$ cat config.mk
export PLATFORM = sky130hd
export DESIGN_NAME = pc_fetch_flat
export DESIGN_NICKNAME = d
export VERILOG_FILES = /design/src/rtl/pc_fetch_pkg.sv /design/src/rtl/pc_fetch_if.sv /design/src/rtl/pc_fetch_branch_lut.sv /design/src/rtl/pc_fetch.sv /design/src/flat_wrapper.sv
export SDC_FILE = /design/constraint.sdc
export NUM_CORES = 1
export LEC_CHECK = 0
export CAP_MARGIN = 0
export CORE_ASPECT_RATIO = 2
export CORE_MARGIN = 2
export CORE_UTILIZATION = 45
export CTS_BUF_LIST = sky130_fd_sc_hd__clkbuf_8
export DETAILED_ROUTE_END_ITERATION = 16
export HOLD_SLACK_MARGIN = 0.15
export PLACE_DENSITY = 0.74
export SYNTH_ARGS = -nofsm -noshare
export SYNTH_HDL_FRONTEND = slang
export SYNTH_HIERARCHICAL = 1
export SYNTH_SLANG_ARGS = --single-unit
$ cat constraint.sdc
create_clock -name CLK -period 2.1 [get_ports CLK]
set_input_delay 0.21 -clock CLK [delete_from_list [all_inputs] [get_ports CLK]]
set_output_delay 0.21 -clock CLK [all_outputs]
set_load 0.05 [all_outputs]
$ cat src/rtl/pc_fetch_pkg.sv
// Shared types and constants for the program-counter / fetch sequencer.
// Holds the resident program entry points and the branch-target table.
package fetch_pkg;

    localparam int PC_W   = 8;
    localparam int IW     = 9;
    localparam int LUT_AW = 4;
    localparam int CNT_W  = 16;

    typedef enum logic [1:0] {
        IDLE = 2'd0,
        RUN  = 2'd1,
        HALT = 2'd2
    } state_t;

    localparam logic [PC_W-1:0] START_ABC = 8'd0;
    localparam logic [PC_W-1:0] START_STR = 8'd25;
    localparam logic [PC_W-1:0] START_CP  = 8'd44;
    localparam logic [IW-1:0]   HALT_WORD = '0;

    // Packed MSB-first, so entry 15 is written first; entries 12-15 are unused (target 0).
    localparam logic [2**LUT_AW-1:0][PC_W-1:0] BRANCH_LUT = {
        8'd0,  8'd0,  8'd0,  8'd0,
        8'd56, 8'd53, 8'd52, 8'd47,
        8'd45, 8'd39, 8'd38, 8'd28,
        8'd25, 8'd20, 8'd8,  8'd2
    };

    function automatic logic prog_legal(input logic [1:0] sel);
        return (sel != 2'd3);
    endfunction

    function automatic logic [PC_W-1:0] start_addr(input logic [1:0] sel);
        case (sel)
            2'd1:    return START_STR;
            2'd2:    return START_CP;
            default: return START_ABC;
        endcase
    endfunction

endpackage

$ cat src/rtl/pc_fetch_if.sv
// Fetch-sequencer bus: control/ROM side (master) and the sequencer itself (slave).
interface pc_fetch_if;
    import fetch_pkg::*;

    logic              start;
    logic [1:0]        prog_sel;
    logic              stall;
    logic              branch_en;
    logic [LUT_AW-1:0] branch_idx;
    logic [IW-1:0]     iptr;
    logic [PC_W-1:0]   PC;
    logic              fetch_valid;
    logic              done;
    logic [CNT_W-1:0]  cycle_count;

    modport master (
        output start, prog_sel, stall, branch_en, branch_idx, iptr,
        input  PC, fetch_valid, done, cycle_count
    );

    modport slave (
        input  start, prog_sel, stall, branch_en, branch_idx, iptr,
        output PC, fetch_valid, done, cycle_count
    );

endinterface

$ cat src/rtl/pc_fetch_branch_lut.sv
// Combinational branch-index to target-PC lookup.
module branch_lut
    import fetch_pkg::*;
(
    input  logic [LUT_AW-1:0] idx,
    output logic [PC_W-1:0]   target
);

    assign target = BRANCH_LUT[idx];

endmodule

$ cat src/rtl/pc_fetch.sv
// PC / fetch sequencer: selects a resident program, steps or branches the PC,
// halts on the all-zero word and counts cycles spent running.
//
// state | meaning
// IDLE  | after reset, waiting for a legal start
// RUN   | fetching; PC advances, branches or holds on stall
// HALT  | halt word seen; PC, done and count frozen until a new start
module pc_fetch
    import fetch_pkg::*;
(
    input  logic     CLK,
    input  logic     reset_n,
    pc_fetch_if.slave bus
);

    state_t           state;
    logic [PC_W-1:0]  pc_q;
    logic             done_q;
    logic [CNT_W-1:0] cnt_q;
    logic [PC_W-1:0]  lut_target;
    logic [CNT_W-1:0] cnt_next;
    logic             halt_now;
    logic             start_ok;

    branch_lut u_lut (
        .idx    (bus.branch_idx),
        .target (lut_target)
    );

    assign halt_now = (bus.iptr == HALT_WORD);
    assign start_ok = bus.start && prog_legal(bus.prog_sel);
    assign cnt_next = (cnt_q == '1) ? cnt_q : cnt_q + 1'b1;

    always_ff @(posedge CLK or negedge reset_n) begin
        if (!reset_n) begin
            state  <= IDLE;
            pc_q   <= '0;
            done_q <= 1'b0;
            cnt_q  <= '0;
        end else begin
            case (state)
                IDLE, HALT: begin
                    if (start_ok) begin
                        pc_q   <= start_addr(bus.prog_sel);
                        cnt_q  <= '0;
                        done_q <= 1'b0;
                        state  <= RUN;
                    end
                end
                RUN: begin
                    // Every RUN cycle counts, including stalls and the halting cycle.
                    cnt_q <= cnt_next;
                    if (bus.stall) begin
                        pc_q <= pc_q;
                    end else if (halt_now) begin
                        state  <= HALT;
                        done_q <= 1'b1;
                    end else if (bus.branch_en) begin
                        pc_q <= lut_target;
                    end else begin
                        pc_q <= pc_q + 1'b1;
                    end
                end
                default: state <= IDLE;
            endcase
        end
    end

    assign bus.PC          = pc_q;
    assign bus.done        = done_q;
    assign bus.cycle_count = cnt_q;
    assign bus.fetch_valid = (state == RUN) && !halt_now;

endmodule

$ cat src/flat_wrapper.sv
// flat-port wrapper written by rule: the top's interface ports become plain ports
module pc_fetch_flat import fetch_pkg::*;
  (CLK, reset_n, bus_start, bus_prog_sel, bus_stall, bus_branch_en, bus_branch_idx, bus_iptr, bus_PC, bus_fetch_valid, bus_done, bus_cycle_count);
  pc_fetch_if bus_i ();
  input  logic CLK;
  input  logic reset_n;
  input wire logic [$bits(bus_i.start)-1:0] bus_start;
  input wire logic [$bits(bus_i.prog_sel)-1:0] bus_prog_sel;
  input wire logic [$bits(bus_i.stall)-1:0] bus_stall;
  input wire logic [$bits(bus_i.branch_en)-1:0] bus_branch_en;
  input wire logic [$bits(bus_i.branch_idx)-1:0] bus_branch_idx;
  input wire logic [$bits(bus_i.iptr)-1:0] bus_iptr;
  output wire logic [$bits(bus_i.PC)-1:0] bus_PC;
  output wire logic [$bits(bus_i.fetch_valid)-1:0] bus_fetch_valid;
  output wire logic [$bits(bus_i.done)-1:0] bus_done;
  output wire logic [$bits(bus_i.cycle_count)-1:0] bus_cycle_count;
  assign bus_i.start = bus_start;
  assign bus_i.prog_sel = bus_prog_sel;
  assign bus_i.stall = bus_stall;
  assign bus_i.branch_en = bus_branch_en;
  assign bus_i.branch_idx = bus_branch_idx;
  assign bus_i.iptr = bus_iptr;
  assign bus_PC = bus_i.PC;
  assign bus_fetch_valid = bus_i.fetch_valid;
  assign bus_done = bus_i.done;
  assign bus_cycle_count = bus_i.cycle_count;
  pc_fetch u_core (.CLK(CLK), .reset_n(reset_n), .bus(bus_i));
endmodule
## Word level (Yosys, flattened, before mapping)

Memory sizes are Yosys's and may differ from the RTL's.
Index checks and enable logic that the tools add are counted.

- Bits in read-only memories: 128
- Memories: 1
- Output and inout port bits: 26
- Register bits: 27
- Input bits: 20

- Add/sub/neg operators: 2
- Reductions and logical operators: 11
- Order comparisons: 1
- Multiplexer cells: 18
- Equality and inequality tests: 11

Memory list:

| name | words | bits a word | read ports | clocked after memory_dff | write ports | line | RTL |
|---|---|---|---|---|---|---|---|
| (name not given) | 16 | 8 | 1 | 0 | 0 | pc_fetch_branch_lut.sv:9 | `assign target = BRANCH_LUT[idx];` |

Operators by type and width:

| cell | count |
|---|---|
| 8-bit two-way mux | 5 |
| 16-bit two-way mux | 2 |
| 16-bit one-hot mux with 2 select lines | 1 |
| 16-bit by 1-bit adder with 16-bit output, second input constant | 1 |
| 16-bit == test, second input constant | 1 |
| 8-bit one-hot mux with 2 select lines | 1 |
| 6-bit one-hot mux with 2 select lines | 1 |
| 9-bit zero test | 1 |
| 8-bit by 1-bit adder with 8-bit output, second input constant | 1 |
| 2-bit inequality test, second input constant | 4 |
| 4-bit AND reduction | 2 |
| 2-bit two-way mux | 3 |
| 3-bit AND reduction | 2 |
| 4-bit by 5-bit < comparator with 1-bit output, second input constant | 1 |
| 2-bit by 1-bit == test with 1-bit output, second input constant | 2 |
| 2-bit == test, second input constant | 2 |
| 2-bit by 1-bit inequality test with 1-bit output, second input constant | 2 |
| 2-bit one-hot mux with 2 select lines | 1 |
| 1-bit two-way mux | 3 |
| 1-bit logical AND | 2 |
| 2-bit zero test | 1 |
| 1-bit one-hot mux with 2 select lines | 1 |
| 2-bit nonzero test | 1 |
| 2-bit OR reduction | 1 |
| 1-bit zero test | 1 |

## Longest topological paths before layout

Gate-level depths: netlist (run 1).

- Depth after elaboration: 6
- Gate-level depth with buffers: 8
- Gate-level depth less buffers: 8

## By module

Netlist (run 1), hierarchy kept.

Modules (own cells, without submodules):

| module | cells an instance | seq. area each (um^2) | area an instance (um^2) | times used |
|---|---|---|---|---|
| pc_fetch | 190 | 675.6 | 1710.4 | 1 |
| branch_lut | 24 | 0.0 | 178.9 | 1 |

## Worst setup path before layout (run 1)

Ideal clock, no wire load.

- Path type: reg2reg
- Start: register u_core.cnt_q[0], in the netlist u_core/bus.cycle_count[0]
- End: register u_core.cnt_q[2], in the netlist u_core/bus.cycle_count[2]
- Buffers on the path: 1
- Cell stages (with the launch flop): 7
- Slack: -149 ps
- Required time: 2022 ps
- Setup time: 78 ps
- Data arrival time: 2171 ps
- Clock period less this slack: 2249 ps
- Cells stage by stage: dfrtp_1 -> ha_1 -> nand4_1 -> nor4_1 -> buf_2 -> o21ai_0 -> a21oi_1

- Longest elaborated chain between the ends: 3
- Elaborated cells between the ends (all ways): 6
- Classes of those cells: 1 x add/sub; 2 x eq/ne; 2 x mux; 1 x reduce/logical

Ends and longest elaborated chain:

| what | line | RTL |
|---|---|---|
| from (decl) | pc_fetch.sv:19 | `logic [CNT_W-1:0] cnt_q;` |
| from (signal assigned) | pc_fetch.sv:52 | `cnt_q <= cnt_next;` |
| 16-bit by 1-bit adder with 16-bit output / 16-bit == test (equally long branches) | pc_fetch.sv:32 | `assign cnt_next = (cnt_q == '1) ? cnt_q : cnt_q + 1'b1;` |
| 16-bit two-way mux / 2-bit inequality test (equally long branches) | n/a |  |
| 16-bit one-hot mux with 2 select lines / 3-bit AND reduction (equally long branches) | n/a |  |

Parallel ways exist; a longest one is shown, timed or not. The select of a mux whose other input is x is not followed.
A chain may end at the register's enable or synchronous reset.

## Worst setup path in the final report (run 1)

- Start: input port bus_iptr[2]
- End: register u_core.pc_q[4], in the netlist u_core/bus.PC[4]

- Longest elaborated chain between the ends: 3

Ends and longest elaborated chain:

| what | line | RTL |
|---|---|---|
| from (decl) | flat_wrapper.sv:12 | `input wire logic [$bits(bus_i.iptr)-1:0] bus_iptr;` |
| 9-bit zero test | pc_fetch.sv:30 | `assign halt_now = (bus.iptr == HALT_WORD);` |
| 2-bit inequality test (no source line) | n/a |  |
| 4-bit AND reduction (no source line) | n/a |  |
| to (signal assigned) | pc_fetch.sv:44 | `pc_q <= start_addr(bus.prog_sel);` |
| to (signal assigned) | pc_fetch.sv:54 | `pc_q <= pc_q;` |
| to (signal assigned) | pc_fetch.sv:59 | `pc_q <= lut_target;` |
| to (decl) | pc_fetch.sv:17 | `logic [PC_W-1:0] pc_q;` |

Every way passes these cells.

==> results, run 1 <==
- The area added between synthesis and finish is 33.8%.
- The first TritonRoute pass finished after 4 iterations.
- Static timing analysis puts the maximum clock frequency at between 500 and 600 MHz.
- After the flow finishes, the layout carries non-filler instances totaling roughly 320.
- In this run the standard cell core region covers between 4000 and 5000 um^2.
- STA puts the critical path data required time at 2.28 ns.
- For this design the static power due to leakage is just over 1 nW.
- Clock-pin slew was measured on the worst setup and hold paths at 0.09 ns.
- The die covers between 4000 and 5000 um^2.
- The clock network latency to the later pin of the worst-skew pair is between 0.2 and 0.3 ns.
- The post-synthesis cell type count is 52.
- The number of standard cells after synthesis is 214.
- The die is between 40 and 50 um wide.
- The fraction of met2 tracks used by global routing is ~45%.
- The launching element type of the critical path is an input pin.
- The run finished with clean final reports.
- The share of async-settable or async-resettable flops after synthesis is 100%.
- The first-iteration detailed-routing DRC count is 26.
- The number of flops mapped to enable cells by yosys is 0.
- The global-route usage over all layers is 22.5%.
- The worst max-slew margin expressed relative to the limit is 59.2%.
- A synthesized cell averages between 8 and 9 um^2.
- The kind of capture point of the worst setup path is a register.
- The fraction of layout instances using a drive strength above 1 is around an eighth.
- In the final design database the tool counted about 300 nets.
- The synthesized netlist occupies a cell area of around 1900 um^2.
- Global routing used a little over a fifth of the available met1 tracks.
- The initial core utilization is between 40 and 50%.
- The cell sitting at the root of the clock tree is a sky130_fd_sc_hd__clkbuf_8.
- CTS built an H-tree with a depth of 1.
- The worst min-delay path class is input pin to asynchronous set/reset pin.
- The leading register cell type out of synthesis is sky130_fd_sc_hd__dfrtp_1.
- The detail route stage leaves a number of antenna-violating nets equal to 0.
- The repair_antennas step left the layout with diodes totalling 0.
- In this run the worst path has a maximum fanout of 6.
- The detailed-route wire length is roughly 4900 um.
- The detailed router placed ~1.9k vias in this run.
- The final sum of negative setup slack is 0 ns.
- The sum of net half-perimeters after detailed placement is around 4000 um.
- For the pin with the worst max-slew slack, the measured transition is just over 0.6 ns.
- The synthesized design contains 27 register bits.
- Routability-driven placement finished with a final weighted congestion of around 0.8.
- In this run the vertical extent of the chip is 95.6 um.
- After clock tree synthesis, the repair step resized 0 gates.
- The detailed-route DRC error count is 0.
- The number of setup violations in the final report is 0.
- The clock net in this run drives a total of 27 sinks.
- Setup repair after global routing left no endpoint under its margin.
- Entering global routing, the biggest net connects 28 pins.
- The class of the most critical setup path is input pin to register.
- The sequential area share after synthesis is 35.8%.
- Global routing finished with a remaining overflow of 0.
- met2 is the most crowded layer.
- After layout, the worst path uses approximately 91% of the clock period.
- The final hold violation count is 0.
- For this run, the number of Yosys warnings is 6.
- The first global-routing pass estimated approximately 8300 um of wire.
- The met3 track demand over resource in global routing is about 2.2%.
- The number of max-slew violations in the final report was 0.
- Once the clock tree was built, the setup fixing pass inserted 0 buffers.
- The worst-case vdd ir drop is between 0.0007 and 0.0008 V.
- The number of buffers on the longest clock path is 2.
- TritonCTS built the clock tree.
- Data on the critical path arrives at its endpoint at between 2 and 2.5 ns.
- Cells fill a little over three fifths of the core in the end.
- Max-cap violations in this run came to 0.
- The total number of placement rows is 33.
- The via count of the first global-routing pass is approximately 2.0k.
- The final critical path time including I/O delays and setup is between 1.5 and 2 ns.
- The number of top-level pins is 46.
- The number of hold-repair buffers added at the cts stage is 0.
- Power spread over the standard cell area amounts to 879 nW/um^2.
- Dividing the detail-routed wire length by the instance count gives ~15 um.
- The number of clock buffers inserted by TritonCTS is 3.
- In the routed layout, each cell is associated on average with a via count of just under 6.
- The clock arrives with between 0.005 and 0.006 ns of skew.
- The number of antenna violations at the first check in global routing is 0.
- The number of placed instances, taps included, is around 320.
- Port buffering added 45 buffers.
-- report_power, final --
group	leakage (nW)	total (mW)	switching (mW)	internal (mW)
combinational	0.638	1.15	0.697	0.449
clock	0.0269	0.287	0.156	0.131
sequential	0.355	0.789	0.165	0.624
total	1.02	2.22	1.02	1.20
-- per-stage QoR --
stage	setup slack, ns	hold slack, ns	area [um^2]	power [mW]
2_1_floorplan	0.0157	-0.0856	1900	1.51
3_3_place_gp	-0.0775	0.530	2480	1.92
3_5_place_dp	-0.0955	0.530	2480	1.94
4_1_cts	0.198	0.313	2530	2.24
5_1_grt	0.111	0.352	2530	2.35
6_report	0.180	0.303	2530	2.22
-- synthesized netlist by cell type, types with 3 or more instances --
| cell | n | area share [%] |
|---|---|---|
| sky130_fd_sc_hd__mux2i_1 | 4 | 2.1 |
| sky130_fd_sc_hd__nor2_1 | 8 | 1.6 |
| sky130_fd_sc_hd__or2_2 | 6 | 2.0 |
| sky130_fd_sc_hd__a31oi_1 | 3 | 0.99 |
| sky130_fd_sc_hd__nand2b_1 | 7 | 2.3 |
| sky130_fd_sc_hd__or3_1 | 4 | 1.3 |
| sky130_fd_sc_hd__a21oi_1 | 12 | 3.2 |
| sky130_fd_sc_hd__nand2_1 | 14 | 2.8 |
| sky130_fd_sc_hd__dfrtp_1 | 27 | 36 |
| sky130_fd_sc_hd__nand3_1 | 8 | 2.1 |
| sky130_fd_sc_hd__o31ai_1 | 10 | 4.0 |
| sky130_fd_sc_hd__nor4_1 | 4 | 1.3 |
| sky130_fd_sc_hd__ha_1 | 8 | 5.3 |
| sky130_fd_sc_hd__o311ai_0 | 3 | 1.4 |
| sky130_fd_sc_hd__nand4_1 | 5 | 1.7 |
| sky130_fd_sc_hd__inv_1 | 12 | 2.4 |
| sky130_fd_sc_hd__nor3_1 | 7 | 1.9 |
| sky130_fd_sc_hd__clkbuf_1 | 5 | 0.99 |
| sky130_fd_sc_hd__or4_1 | 7 | 2.8 |
| sky130_fd_sc_hd__and4_1 | 4 | 1.9 |
| sky130_fd_sc_hd__o21ai_0 | 15 | 4.0 |
-- cell usage in the layout (no fill, tap or decap), types with 2 or more instances in the layout --
| cell type | Yosys | final |
|---|---|---|
| sky130_fd_sc_hd__dfrtp_1 | 27 | 27 |
| sky130_fd_sc_hd__nand4_1 | 5 | 5 |
| sky130_fd_sc_hd__nand3_1 | 8 | 8 |
| sky130_fd_sc_hd__or4_1 | 7 | 7 |
| sky130_fd_sc_hd__mux2i_1 | 4 | 4 |
| sky130_fd_sc_hd__o311ai_0 | 3 | 3 |
| sky130_fd_sc_hd__o31ai_1 | 10 | 10 |
| sky130_fd_sc_hd__and4_1 | 4 | 4 |
| sky130_fd_sc_hd__ha_1 | 8 | 8 |
| sky130_fd_sc_hd__nand2_1 | 14 | 14 |
| sky130_fd_sc_hd__nor4_1 | 4 | 3 |
| sky130_fd_sc_hd__inv_1 | 12 | 13 |
| sky130_fd_sc_hd__or3_1 | 4 | 4 |
| sky130_fd_sc_hd__o41ai_1 | 2 | 2 |
| sky130_fd_sc_hd__a31oi_1 | 3 | 3 |
| sky130_fd_sc_hd__mux2_4 | 2 | 2 |
| sky130_fd_sc_hd__a21oi_1 | 12 | 12 |
| sky130_fd_sc_hd__and2_1 | 2 | 2 |
| sky130_fd_sc_hd__nand2b_1 | 7 | 7 |
| sky130_fd_sc_hd__or2_2 | 6 | 6 |
| sky130_fd_sc_hd__nor2_1 | 8 | 8 |
| sky130_fd_sc_hd__xnor2_1 | 2 | 2 |
| sky130_fd_sc_hd__a41oi_1 | 2 | 2 |
| sky130_fd_sc_hd__nand3b_1 | 2 | 2 |
| sky130_fd_sc_hd__clkdlybuf4s50_1 | 0 | 44 |
| sky130_fd_sc_hd__buf_4 | 2 | 19 |
| sky130_fd_sc_hd__nor3_1 | 7 | 7 |
| sky130_fd_sc_hd__o21ai_0 | 15 | 15 |
| sky130_fd_sc_hd__clkbuf_8 | 0 | 3 |
| sky130_fd_sc_hd__o22ai_1 | 2 | 2 |
| sky130_fd_sc_hd__conb_1 | 1 | 2 |
-- final cells by class --
cell class              count  area [um^2]
repair buffers             63          583
inverters                  12         45.0
flip-flops and latches     27          676
fillers                   389         1520
clock buffers               3         41.3
multi-input cells         164         1110
clock inverters             1         3.75
well taps                  52         65.1
-- path summary, 6_finish.rpt --
path                       depth (start not counted)  slack [ns]                         end                      start
setup reg to reg                                   6        0.25   u_core/bus.cycle_count[5]  u_core/bus.cycle_count[0]
hold reg to reg                                    1        0.53   u_core/bus.cycle_count[8]  u_core/bus.cycle_count[8]
max in group asynchronous                          2        1.54  u_core/bus.cycle_count[15]                    reset_n
setup / recovery                                   6        0.18            u_core/bus.PC[4]                bus_iptr[2]
min in group CLK                                   1        0.53   u_core/bus.cycle_count[8]  u_core/bus.cycle_count[8]
hold / removal                                     2        0.30   u_core/bus.cycle_count[2]                    reset_n
-- worst max-delay path: stages --
cell                              delay [ns]
sky130_fd_sc_hd__clkdlybuf4s50_1        0.39
sky130_fd_sc_hd__or4_4                  0.54
sky130_fd_sc_hd__o311a_4                0.36
sky130_fd_sc_hd__or2_1                  0.25
sky130_fd_sc_hd__buf_4                  0.18
sky130_fd_sc_hd__a41oi_1                0.17
-- sequential cells by signal, indices dropped and copies added, names as in the netlist --
signal	cells
u_core/bus.PC	8
u_core/bus.cycle_count	16
u_core/bus.done	1
u_core/state	2
-- metal layers --
metal | vias to the layer above | wire length [um]
met5 | - | 0
met4 | 0 | 150
met3 | 13 | 110
met2 | 45 | 2900
met1 | 898 | 1780
li1 | 917 | -
-- cells by family after synthesis --
family                   share of synthesized area, %
XOR/XNOR                                         1.39
AO/OA/AOI/OAI                                    21.1
AND/OR/NAND/NOR                                  25.9
adder cells (fa/ha/maj)                          5.30
buffers and inverters                            6.09
other                                           0.198
flip-flops                                       35.8
multiplexers                                     4.30
(Power assumes the default switching activity.)
==> run 2, diff against run 1 <==
--- a/config.mk
+++ b/config.mk
@@ -9,7 +9,6 @@
 export CORE_ASPECT_RATIO = 2
 export CORE_MARGIN = 2
 export CORE_UTILIZATION = 45
-export CTS_BUF_LIST = sky130_fd_sc_hd__clkbuf_8
 export DETAILED_ROUTE_END_ITERATION = 16
 export HOLD_SLACK_MARGIN = 0.15
 export PLACE_DENSITY = 0.74
==> results, run 2 (same netlist as run 1, synthesis figures left out) <==
- The internal power contribution is 1.21 mW.
- The origin of the critical flop-to-flop path is u_core/bus.cycle_count[0].
- The height of the chip is roughly 96 um.
- Derived from the worst setup path, the maximum achievable clock frequency is approximately 520 MHz.
- STA classifies the critical path startpoint as an input pin.
- For this design the static power due to leakage is 1.02 nW.
- Global routing consumed, over all layers together, approximately 23% of the routing resources.
- Together, buffers and inverters on the worst path number 2.
- The largest driver fanout on the critical path is 6.
- After clock tree synthesis, the clock-pin slew on the worst setup and hold paths is 0.09 ns.
- Net switching is a little under half of the power.
- Setup violations remaining at the end of the flow were counted as 0.
- Row generation in the floorplan step produced 33 rows.
- After legalization and detailed placement, the total HPWL measured between 3000 and 4000 um.
- The antenna diode instance count is 0.
- The clock tree root driver cell is sky130_fd_sc_hd__clkbuf_8.
- The launch point of the critical path is bus_iptr[2].
- The number of setup buffers added after CTS is 0.
- From synthesis to final layout, the design area changed by 33.8%.
- The tightest min-delay check is of the input pin to asynchronous set/reset pin type.
- The worst setup path endpoint is u_core/bus.PC[4].
- The area occupied by multi-input gates is 1110 um^2.
- The number of clock buffers inserted by TritonCTS is 3.
- The worst-case vdd ir drop is approximately 0.00073 V.
- The number of max-slew violations in the final report is 0.
- In this run, flip-flops and latches consume 35.4% of the power.
- The congestion estimate from routability-driven global placement came to about 0.82.
- The power density relative to cell area is approximately 880 nW/um^2.
- The clock sink count is 27.
- The TritonCTS clock tree is yes.
- The critical path's largest stage delay is ~0.54 ns.
- The total net switching power is roughly 1.0 mW.
- The first-pass detailed-route iteration total is 4.
- The endpoint of the worst register-to-register path is u_core/bus.cycle_count[5].
- At the worst endpoint, the required time is around 2.3 ns.
- The count of buffers inserted at the top-level ports is 45.
- In this run the horizontal extent of the chip is approximately 50 um.
- Clock latency on the worst-skew pair, taken at its later pin, is approximately 0.27 ns.
- Subtracting the final worst setup slack from the clock period gives 1.92 ns.
- The post-detailed-route via-to-cell ratio is 5.82.
- The number of gates resized after cts is 0.
- The number of antenna violations at the first check in global routing came to 0.
- In the layout the commonest cells are sky130_fd_sc_hd__clkdlybuf4s50_1 (44), sky130_fd_sc_hd__dfrtp_1 (27), sky130_fd_sc_hd__buf_4 (19).
- After global routing the overflow that remains totals 0.
- The final clock period utilization by the worst path is slightly above 90%.
- Counting buffers and inverters, the worst setup path is 6 cells deep.
- The final hold violation count is 0.
- The count of cells along the worst register-to-register path is 6.
- The leading cell type in the layout, fill and taps excluded is sky130_fd_sc_hd__clkdlybuf4s50_1.
- The register with the most flip-flops in the layout has 16 of them.
- The kind of capture point of the worst setup path is a register.
- The first global-routing pass estimated 8350 um of wire.
- The area of all sequential standard cells is about 680 um^2.
- The category of cells accounting for the largest share of critical-path delay is simple AND/OR/NAND/NOR gates.
- For the pin with the worst max-slew slack, the measured transition is ~0.61 ns.
- The fraction of layout instances using a drive strength above 1 is about an eighth.
- The worst setup slack after placement is -0.0955 ns.
- In the routed design, unresolved DRC markers number 0.
- The die outline area is approximately 4800 um^2.
- The clock network power share is 13.1%.
- On the final layout, the worst clock skew is 0.00485 ns.
- For this block, the via count after detailed routing is between 1.5k and 2k.
- Combinational cells account for between 50 and 60% of the total power.
- The largest individual stage delay along the critical path comes from the cell sky130_fd_sc_hd__or4_4.
- The post-layout net count is 299.
- In this run the remaining antenna-violating nets after routing total 0.
- In this run the standard cell core region covers 4050 um^2.
- The final layout contains routed wiring with a total length of 4940 um.
- The worst register-to-register path has a setup slack of between 0.2 and 0.3 ns.
- The number of top-level pins is 46.
- The signal on the critical path passes through clkdlybuf4s50_1 -> or4_4 -> o311a_4 -> or2_1 -> buf_4 -> a41oi_1.
- The via count of the first global-routing pass is between 1.5k and 2k.
- After clock tree synthesis, the flow added hold-fix buffers numbering 0.
- Setup repair after global routing left no endpoint under its margin.
- The average routed wire per standard cell is 15.3 um.
- Entering global routing, the biggest net connects 28 pins.
- Once placement finished, the instance area stood at 2480 um^2.
- The setup path with the least slack is of type input pin to register.
- The count of fill cells added during filler insertion is roughly 400.
- Across all setup checks in the final design, the least slack found is around 0.18 ns.
- The flow ran to the end, and the final reports show no timing, DRC or antenna violations.
- The initial core utilization is 46.7%.
- Across the run, the number of max-cap violations was 0.
- The worst max-slew margin expressed relative to the limit is 59.2%.
- The first-iteration detailed-routing DRC count is 26.
- The number of buffers on the longest clock path is 2.
- After routing the design area is between 2000 and 3000 um^2.
- In this run the number of H-tree levels came out at 1.
- The data arrival time of the worst path is about 2.1 ns.
## run 2: area by class of cell
| cell class | count | share of cell area [%] |
|---|---|---|
| flip-flops and latches | 27 | 26.7 |
| inverters | 12 | 1.78 |
| multi-input cells | 164 | 44.1 |
| clock buffers | 4 | 1.78 |
| repair buffers | 63 | 23.1 |
| well taps | 52 | 2.57 |
## run 2: worst register-to-register path, delay by kind of cell, from the launching register on
family          cells  cell delay [ns]
fa+ha+maj           1             0.26
flops               1             0.43
simple gates        3             0.76
compound gates      1             0.14
buf+inv             1             0.19
## run 2: routing by layer
metal	global-route usage, %	routed length, um	share of wire, %
met1	21.4	1780	36
met4	11.8	150	3.0
met5	0	0	0
met2	45.4	2900	59
met3	2.19	110	2.2
## run 2: worst min path at each step
stage                                endpoint  slack [ns]  cells after the start
global route        u_core/bus.cycle_count[2]        0.35                      2
finish              u_core/bus.cycle_count[2]        0.30                      2
global placement    u_core/bus.cycle_count[8]        0.53                      1
floorplan                    u_core/bus.PC[0]       -0.09                      0
CTS                 u_core/bus.cycle_count[4]        0.31                      2
detailed placement  u_core/bus.cycle_count[8]        0.53                      1
## run 2: per-stage QoR
step                      util [%]  std cells  total power [mW]  setup TNS, ns  hold slack (ns)
after floorplan                  -        215              1.51              0          -0.0856
after global placement        61.3        318              1.92         -0.277            0.530
after detailed placement      61.3        318              1.94         -0.638            0.530
after CTS                     62.5        322              2.24              0            0.312
after global routing          62.5        322              2.35              0            0.352
final                         62.5        322              2.23              0            0.303
## run 2: power by group through the flow
stage	clock network, mW	logic (mW)	registers (mW)
finish	0.292	1.15	0.789
global placement	0	1.13	0.796
floorplan	0	0.399	1.11
detailed placement	0	1.15	0.794
CTS	0.304	1.15	0.789
global route	0.319	1.22	0.811
==> run 3, diff against run 2 <==
--- a/config.mk
+++ b/config.mk
@@ -6,7 +6,6 @@
 export NUM_CORES = 1
 export LEC_CHECK = 0
 export CAP_MARGIN = 0
-export CORE_ASPECT_RATIO = 2
 export CORE_MARGIN = 2
 export CORE_UTILIZATION = 45
 export DETAILED_ROUTE_END_ITERATION = 16
==> results, run 3 (same netlist as run 1, synthesis figures left out) <==
- The flow ran to the end, and the final reports show no timing, DRC or antenna violations.
- Wire segments on met2 add up to between 2000 and 2500 um in the final route.
- The clock sink count is 27.
- CTS built an H-tree with a depth of 1.
- The floorplan step set the die width to 68.8 um.
- The detailed-route wire length on metal 1 is roughly 1900 um.
- The number of top-level pins is 46.
- The part of the power in combinational logic is about half.
- The maximum clock frequency is around 520 MHz.
- The area added between synthesis and finish is 32.8%.
- The clock network power share is a little over an eighth.
- The final clock period utilization by the worst path is about nine tenths.
- The worst register-to-register path has a setup slack of between 0.2 and 0.3 ns.
- TritonCTS created 3 clock buffers.
- Setup repair after global routing left no endpoint under its margin.
- The number of buffers and inverters on the critical path is 1.
- In this run the deepest clock path goes through 2 buffers.
- CTS placed an instance of sky130_fd_sc_hd__clkbuf_8 at the clock tree root.
- The worst register-to-register path ends at u_core/bus.cycle_count[10].
- The top cell types in the final layout, fill and taps aside, are sky130_fd_sc_hd__clkdlybuf4s50_1 (44), sky130_fd_sc_hd__dfrtp_1 (27), sky130_fd_sc_hd__buf_4 (17).
- The final worst hold slack is around 0.31 ns.
- The highest routed metal layer is met4.
- The worst min-delay path class is input pin to asynchronous set/reset pin.
- The initialized floorplan defines 23 standard-cell rows.
- The initial core utilization is 46.9%.
- The origin of the critical flop-to-flop path is u_core/state[0].
- In this run the number of cells on the critical path is 5.
- The largest individual stage delay along the critical path comes from the cell sky130_fd_sc_hd__or4_4.
- Sequential cells burn between 30% and 40% of the power.
- The die covers roughly 4700 um^2.
- At the end of routability-driven placement, the weighted congestion stood at 0.806.
- In this run switching power makes up 45.4% of total power.
- The detailed-route DRC error count is 0.
- TritonCTS built the clock tree.
- The internal power of the cells totals approximately 1.2 mW.
- The total overflow reported by the global router is 0.
- The launching element type of the critical path is an input pin.
- The clock period could shrink to ~1.9 ns.
- The detailed-routed wire length on met3 is about 190 um.
- The library cell used most frequently in the layout, excluding fill and tap cells, is sky130_fd_sc_hd__clkdlybuf4s50_1.
- The core region is 4030 um^2.
- The final worst clock skew is ~0.0015 ns.
- The number of antenna violations at the first check in global routing is 0.
- On the critical path the largest part of the delay comes from simple AND/OR/NAND/NOR gates.
- The post-layout net count is 297.
- The via count of the first global-routing pass is 1715.
- The share of the core filled with cells in the final layout is between 60% and 70%.
- The antenna diode instance count is 0.
- Buffers inserted to repair hold after CTS numbered 0.
- Of all nets on the critical path, the largest fanout is 3.
- The number of gates resized after CTS was 0.
- The number of max-slew violations in the final report is 0.
- Walking the worst path, the cells encountered are clkdlybuf4s50_1 -> or4_4 -> o311a_4 -> or2_1 -> mux2_4.
- For this block, the initial DRC count from the detailed router was 96.
- The count of fill cells added during filler insertion is approximately 370.
- VDD sags by at most 0.000643 V.
- Max-cap violations in this run came to 0.
- The power density relative to cell area is roughly 870 nW/um^2.
- The count of cells along the worst register-to-register path is 4.
- The clock network latency to the later pin of the worst-skew pair is 0.27 ns.
- The final sum of negative setup slack is 0 ns.
- The total power after layout is around 2.2 mW.
- The sum of net half-perimeters after detailed placement is between 3000 and 4000 um.
- The final hold violation count is 0.
- The post-detailed-route via-to-cell ratio is 5.66.
- The average routed wire per standard cell is approximately 14 um.
- Across all layers, the routed design uses approximately 1.8k vias.
- The data arrival time of the worst path is roughly 2.1 ns.
- The first-pass detailed-route iteration total is 4.
- The first global-routing pass estimated between 7000 and 8000 um of wire.
- The height of the chip is ~70 um.
- The global-route usage over all layers is 20.9%.
- The count of buffers inserted at the top-level ports is 45.
- The worst max-slew margin expressed relative to the limit is just under 60%.
- The register clock-pin slew on the reported worst setup and hold paths is roughly 0.090 ns.
- The register with the most flip-flops in the layout has 16 of them.
- For this design the total switching power over the nets is 995 uW.
- The routed design has 4410 um of wire.
- STA puts the critical path data required time at 2.27 ns.
- For the pin with the worst max-slew slack, the measured transition is about 0.61 ns.
- Setup violations remaining at the end of the flow were counted as 0.
- The worst setup path is of the input pin to register kind.
- STA classifies the critical path endpoint as a register.
- The largest single stage delay on the critical path is about 0.54 ns.
- The remaining antenna violation count is 0.
- Entering global routing, the biggest net connects 28 pins.
- Of the cells placed in the final design, the portion with a size suffix greater than 1 is around an eighth.
- The analysis attributes to cell leakage a power of approximately 1 nW.
- After clock tree synthesis, the setup repair step added 0 buffers.
run 3: final cells by class:
class / instances / area (um^2) / area share (%)
multi-input combinational: 164 / 1110 / 44.4
sequential: 27 / 676 / 26.9
timing repair buffer: 61 / 568 / 22.6
tap: 50 / 62.6 / 2.49
clock buffer: 4 / 45.0 / 1.79
inverter: 12 / 45.0 / 1.79
run 3: worst reg2reg max path, cell delays in order (launching register included):
cell                      delay (ns)
sky130_fd_sc_hd__dfrtp_1        0.48
sky130_fd_sc_hd__nor3b_2        0.33
sky130_fd_sc_hd__o21ai_1        0.26
sky130_fd_sc_hd__or4_1          0.52
sky130_fd_sc_hd__a21oi_1        0.16
run 3: power by group through the flow:
stage                     Clock, mW  Sequential (mW)  Combinational (mW)
final                         0.297            0.786                1.11
after global placement            0            0.795                1.09
after detailed placement          0            0.792                1.11
after CTS                     0.308            0.786                1.12
after floorplan                   0             1.11               0.399
after global routing          0.329            0.812                1.19
run 3: metrics by stage:
stage          instances  area, um^2  setup slack [ns]
3_3_place_gp         314        2460           -0.0764
4_1_cts              318        2510             0.191
3_5_place_dp         314        2460            -0.111
2_1_floorplan        215        1900            0.0157
6_report             318        2510             0.193
5_1_grt              318        2510            0.0937
run 3: metal layers:
layer / track usage, % / up-vias
li1: - / 911
met1: 24.9 / 836
met3: 0.974 / 5
met2: 39.2 / 48
met5: 0 / -
met4: 8.09 / 0
run 3: how the worst max path moves through the flow:
stage                                    from                          to  slack, ns
global placement                  bus_iptr[2]            u_core/bus.PC[0]      -0.08
finish                            bus_iptr[2]            u_core/bus.PC[0]       0.19
floorplan           u_core/bus.cycle_count[0]   u_core/bus.cycle_count[2]       0.02
CTS                               bus_iptr[2]            u_core/bus.PC[0]       0.19
global route                  bus_prog_sel[0]  u_core/bus.cycle_count[10]       0.09
detailed placement                bus_iptr[2]            u_core/bus.PC[0]      -0.11
